## src/rtl/timing_sequencer.sv

```systemverilog
// rtl/timing_sequencer.sv - sequence counter, IR and S/R/IEN flags with T/D/I/B decode
module timing_sequencer #(
  parameter int SC_WIDTH = 4
) (
  input  logic                      clk,
  input  logic                      Reset,
  input  logic                      Start,
  input  logic                      INR_SC,
  input  logic                      CLR_SC,
  input  logic                      LD_IR,
  input  logic [15:0]               IR_in,
  input  logic                      Set_S,
  input  logic                      Clear_S,
  input  logic                      Set_R,
  input  logic                      Clear_R,
  input  logic                      Set_IEN,
  input  logic                      Clear_IEN,
  output logic [SC_WIDTH-1:0]       SC,
  output logic [(1<<SC_WIDTH)-1:0]  T,
  output logic [7:0]                D,
  output logic                      I,
  output logic [11:0]               B,
  output logic                      S,
  output logic                      R,
  output logic                      IEN
);

  localparam int T_WIDTH = 1 << SC_WIDTH;

  logic [SC_WIDTH-1:0] sc_q, sc_d;
  logic [15:0]         ir_q, ir_d;
  logic                s_q, s_d;
  logic                r_q, r_d;
  logic                ien_q, ien_d;

  // Next-state rules; each register is independent and every clear beats its set.
  // The counter gates on the pre-edge S, so Start only enables counting from the next cycle.
  always_comb begin
    sc_d  = sc_q;
    ir_d  = ir_q;
    s_d   = s_q;
    r_d   = r_q;
    ien_d = ien_q;

    if (CLR_SC) begin
      sc_d = '0;
    end else if (INR_SC && s_q) begin
      sc_d = sc_q + SC_WIDTH'(1);
    end

    if (LD_IR) begin
      ir_d = IR_in;
    end

    if (Start || Set_S) s_d = 1'b1;
    if (Clear_S)        s_d = 1'b0;

    if (Set_R)          r_d = 1'b1;
    if (Clear_R)        r_d = 1'b0;

    if (Set_IEN)        ien_d = 1'b1;
    if (Clear_IEN)      ien_d = 1'b0;
  end

  // State registers; reset overrides every control, even mid-instruction.
  always_ff @(posedge clk) begin
    if (Reset) begin
      sc_q  <= '0;
      ir_q  <= '0;
      s_q   <= 1'b0;
      r_q   <= 1'b0;
      ien_q <= 1'b0;
    end else begin
      sc_q  <= sc_d;
      ir_q  <= ir_d;
      s_q   <= s_d;
      r_q   <= r_d;
      ien_q <= ien_d;
    end
  end

  // Timing and opcode decodes straight off registered state, no extra stage.
  always_comb begin
    T = '0;
    T[sc_q] = 1'b1;
    D = '0;
    D[ir_q[14:12]] = 1'b1;
  end

  assign SC  = sc_q;
  assign I   = ir_q[15];
  assign B   = ir_q[11:0];
  assign S   = s_q;
  assign R   = r_q;
  assign IEN = ien_q;

  logic unused_t_width;
  assign unused_t_width = (T_WIDTH == 0);

endmodule

```

## config.mk

```make
export PLATFORM = sky130hd
export DESIGN_NAME = timing_sequencer
export DESIGN_NICKNAME = d
export VERILOG_FILES = /design/src/rtl/timing_sequencer.sv
export SDC_FILE = /design/constraint.sdc
export NUM_CORES = 1
export LEC_CHECK = 0
export BUFFER_PORTS_ARGS = -buffer_cell sky130_fd_sc_hd__clkbuf_2
export CAP_MARGIN = 20
export CORE_MARGIN = 2
export CORE_UTILIZATION = 46
export CTS_BUF_LIST = sky130_fd_sc_hd__clkbuf_4
export DETAILED_ROUTE_END_ITERATION = 16
export PLACE_DENSITY = 0.86
export SLEW_MARGIN = 20
export SYNTH_ARGS = -nofsm -noshare
export SYNTH_HDL_FRONTEND = slang
export SYNTH_SLANG_ARGS = --single-unit
export TNS_END_PERCENT = 5
```

## constraint.sdc

```tcl
create_clock -name clk -period 2 [get_ports clk]
set_input_delay 0.3 -clock clk [delete_from_list [all_inputs] [get_ports clk]]
set_output_delay 0.3 -clock clk [all_outputs]
set_load 0.005 [all_outputs]
```

== Yosys cells after proc, flatten, opt, wreduce, memory -nomap -nowiden ==
Cells that the tools add are included.
Cells by class
  add/subtract/negate cells: 1
  $mul: 0
  divide/modulo/power cells: 0
  $lt $le $gt $ge: 4
  equality and inequality tests: 0
  shifts and indexed selects: 0
  multiplexer cells: 4
  bitwise operators: 0
  reductions and logical operators: 8
Operators with widths (count)
  $reduce_or 2->1: 4
  $lt 4x5->1 const B: 1
  $add 4x1->4 const B: 1
  $demux 1 s4: 1
  $ge 4x1->1 const B: 1
  $lt 3x4->1 const B: 1
  $demux 1 s3: 1
  $ge 3x1->1 const B: 1
  $logic_and 1x1->1: 3
  $mux 1: 2
  $logic_or 1x1->1: 1
Storage, ports and cells
  bits in registers: 23
  bits in latches: 0
  RAM bits: 0
  memory bits (read-only): 0
  input bits: 28
  output and inout port bits: 44
  word-level logic and storage cells: 22
  memories: 0

== Logic depth before layout (Yosys ltp) ==
  word-level depth: 4
  mapped depth: 4
  gate-level depth less buffers: 4

== Least setup slack after synthesis ==
OpenSTA, ideal clock, no wires.
  kind: register -> output
  start: register sc_q[0], in the netlist SC[0]
  end: output T[12]
  data arrival time: 0.875 ns
  data required time: 1.700 ns
  setup slack: 0.825 ns
  cell stages (with the launch flop): 4
  path buffers: 0
  path through: dfxtp_1 > inv_1 > ha_1 > and3_1
On the way
  longest elaborated chain between the ends: 4
  elaborated cells between the ends (all ways): 5
  those cells by class: order compare (2); mux (2); reduce/logical (1)
RTL lines
  start: declaration: RTL line 30  | logic [SC_WIDTH-1:0] sc_q, sc_d;
  start signal: assignment: RTL line 68  | sc_q <= '0;
  start signal: assignment: RTL line 74  | sc_q <= sc_d;
  $lt 4x5->1 (implied by the code) or $ge 4x1->1 (tied branches): RTL line 85  | T[sc_q] = 1'b1;
  $logic_and 1x1->1 (implied by the code): RTL line 85
  $mux 1 (implied by the code): RTL line 85
  $demux 1 s4 *: RTL line 85
  end: declaration: RTL line 19  | output logic [(1<<SC_WIDTH)-1:0] T,
Every way passes the cells marked *; elsewhere a longest branch is shown, timed or not.

== Final worst setup path ==
  start: register sc_q[2], in the netlist SC[2]
  end: output T[4]
The elaborated chain is that of the path after synthesis.

==> impl_metrics.toml <==
[power_and_ir_drop]
leakage_nw = 0.801
ir_drop_mv = 0.414
seqPwrFrac_pct = 59.8
swShare_pct = 24.0
power_density_nw_per_um2 = 577
power_frac_clock_pct = 26.7
power.switching_w = 0.000200
power.internal_w = 0.000634
combPwrFrac_pct = 13.5

[sta]
period_needed_ns = 1.72
drv_slew = 0
fin_tns_setup_ns = 0
max_slew_margin_pct = 65.6
hold_viol_final = 0
worst_clock_skew_ns = 0.00361
fmax_mhz = 580
fin_crit_sh_pct = 86.2
worst_pin_slew_ns = 0.516
rsz0062_at_grt = "false"
setup_viol = 0

[floorplanning]
fp.dieW_um = 53.8
rows = 18
io_pins = 72
core_um2 = 2410
start_util_pct = 47.2
die-area_um2 = 2890
dieHeight_um = 53.8

[critical_path]
critPathMaxStageDelay_ns = 0.52
slowest_stage = "dfxtp_1"
cp_max_fo = 10
path_class = "reg -> out"
cp_top_family = "flip-flops"
cp-end-kind = "output pin"
worstPathBufferInverterCount = 1
critPathLaunchType = "flip-flop"
critical_path.cell_chain = "nor2b_1, and2_1, clkbuf_2"
required_ns = 1.70
critical_path_arrival_ns = 1.42

[route]
wl_per_cell_um = 11.1
wirelength_mm = 2.36
route.detailed.drc = 0
dr.pass1.iters = 4
final_antenna_net_count = 0
viasPerCell = 4.73
drtIter0Drc = 7
num_vias = 1002

[clocking]
clkSlewWorstSetupHoldPaths_ns = 0.12
clock-sinks = 23
cts_tree = "yes"
post_cts_buffers = 0
cts_resized = 0
clock_path_buffers = 2
cts_max_level = 1
numCtsBuffers = 3
hold_buffers = 0
clockRootBuffer = "clkbuf_4"
clk_latency_ns = 0.30

[run_status]
status = "finished clean"

[global_routing]
grt_first_pass_wirelength_mm = 3.33
overflow = 0
antenna_found_initial = 0
grt_max_degree = 24
grt_pass1_vias = 826
track_usage_pct = 15.6

[final_layout]
syn2layout_area_growth_pct = 26.8
final_area_um2 = 1440
fillers = 222
drive_gt1_share_pct = 41.8
final_util_pct = 59.9
n_antenna_cell = 0
fin_cells = 212
finalNetCount = 215

[yosys]
synthCells = 124
synth.avg_cell_area_um2 = 9.18
netlist_area_um2 = 1140
synth-seq-area-share_pct = 40.4
ys_ff_latch = 23
yosys.area.top_type_share_pct = 40.4
synth_flop_cell = "dfxtp_1"
ys_types = 21
yosys.area.top_type = "dfxtp_1"
synth_common_cells = "23 x dfxtp_1, 20 x nor2_1, 17 x mux2i_1"
synth_most_common_cell = "dfxtp_1"
ys_async_sr_fraction_pct = 0
syn_nets = 156
ys_warn_count = 0
synth.area.top_cells = "dfxtp_1 40%, mux2i_1 15%, buf_4 9.2%"
synth_edf_count = 0

[place]
globalplace.congestion = 0.697
placed_area_um2 = 1410
port_buffers = 71
dp_hpwl_mm = 1.82
dp.cells = 208

[run]
maxCapViolCount = 0

[hold_path]
hold_path.class = "in -> reg"
cells in the final DEF (no fill, tap or decap), drive strengths merged:
cell type	netlist	routed
clkbuf	2	75
dfxtp	23	23
nor2	20	20
mux2i	17	17
and2	12	12
nor3	8	8
and3	5	5
ha	4	4
nor3b	3	3
inv	2	2
nor2b	2	2
and3b	2	2
nand2	2	2
nand3	2	2
xor2	1	1
o21ai	1	1
or3	1	1
a211oi	1	1
xnor2	1	1
per-layer routing:
layer,up-vias,GRT usage [%],routed length (µm)
li1,515,-,-
met1,445,16.0,1000
met2,42,31.1,1190
met3,0,2.50,166
met4,0,5.13,0
met5,-,0,0
metrics by stage:
step	power (W)	hold WS, ns	setup slack, ns
finish	0.000833	0.141	0.276
global route	0.000882	0.110	0.213
CTS	0.000846	0.126	0.312
detailed placement	0.000622	0.464	0.668
global placement	0.000617	0.464	0.727
floorplan	0.000580	0.373	0.825
area by class of cell:
class | count | area [µm²] | share of cell area (%)
timing repair buffer | 71 | 355 | 24.6
multi-input combinational | 82 | 553 | 38.3
clock buffer | 4 | 30.0 | 2.08
tap | 30 | 37.5 | 2.60
sequential | 23 | 460 | 31.9
inverter | 2 | 7.51 | 0.520
worst paths after layout:
path | start | to | slack [ns] | cells past startpoint
min reg2reg | R | R | 0.50 | 2
max | SC[2] | T[4] | 0.28 | 3
min | Clear_IEN | IEN | 0.14 | 2
max reg2reg | SC[2] | SC[3] | 0.73 | 3
logic make-up (layout without fill, tap and decap cells):
| logic type | Yosys count | in the layout | synth area share, % |
|---|---|---|---|
| and+or+nand+nor | 57 | 57 | 26.2 |
| DFF | 23 | 23 | 40.4 |
| buffers and inverters | 19 | 77 | 11.0 |
| muxes | 17 | 17 | 14.9 |
| adders and majority gates | 4 | 4 | 4.40 |
| AOI/OAI and AO/OA | 2 | 2 | 1.54 |
| xor gates and xnor gates | 2 | 2 | 1.54 |
power groups by stage:
stage               Combinational, W  Clock [W]  Sequential, W
floorplan                  0.0000752          0       0.000505
global placement            0.000110          0       0.000506
detailed placement          0.000114          0       0.000508
CTS                         0.000115   0.000233       0.000498
global route                0.000125   0.000255       0.000502
finish                      0.000112   0.000223       0.000498
sequential cells by signal, summed over array words and instances, names as in the netlist:
name and cells:
ir_q 16, SC 4, R 1, S 1
IEN 1
Power figures use the tool's default switching activity.
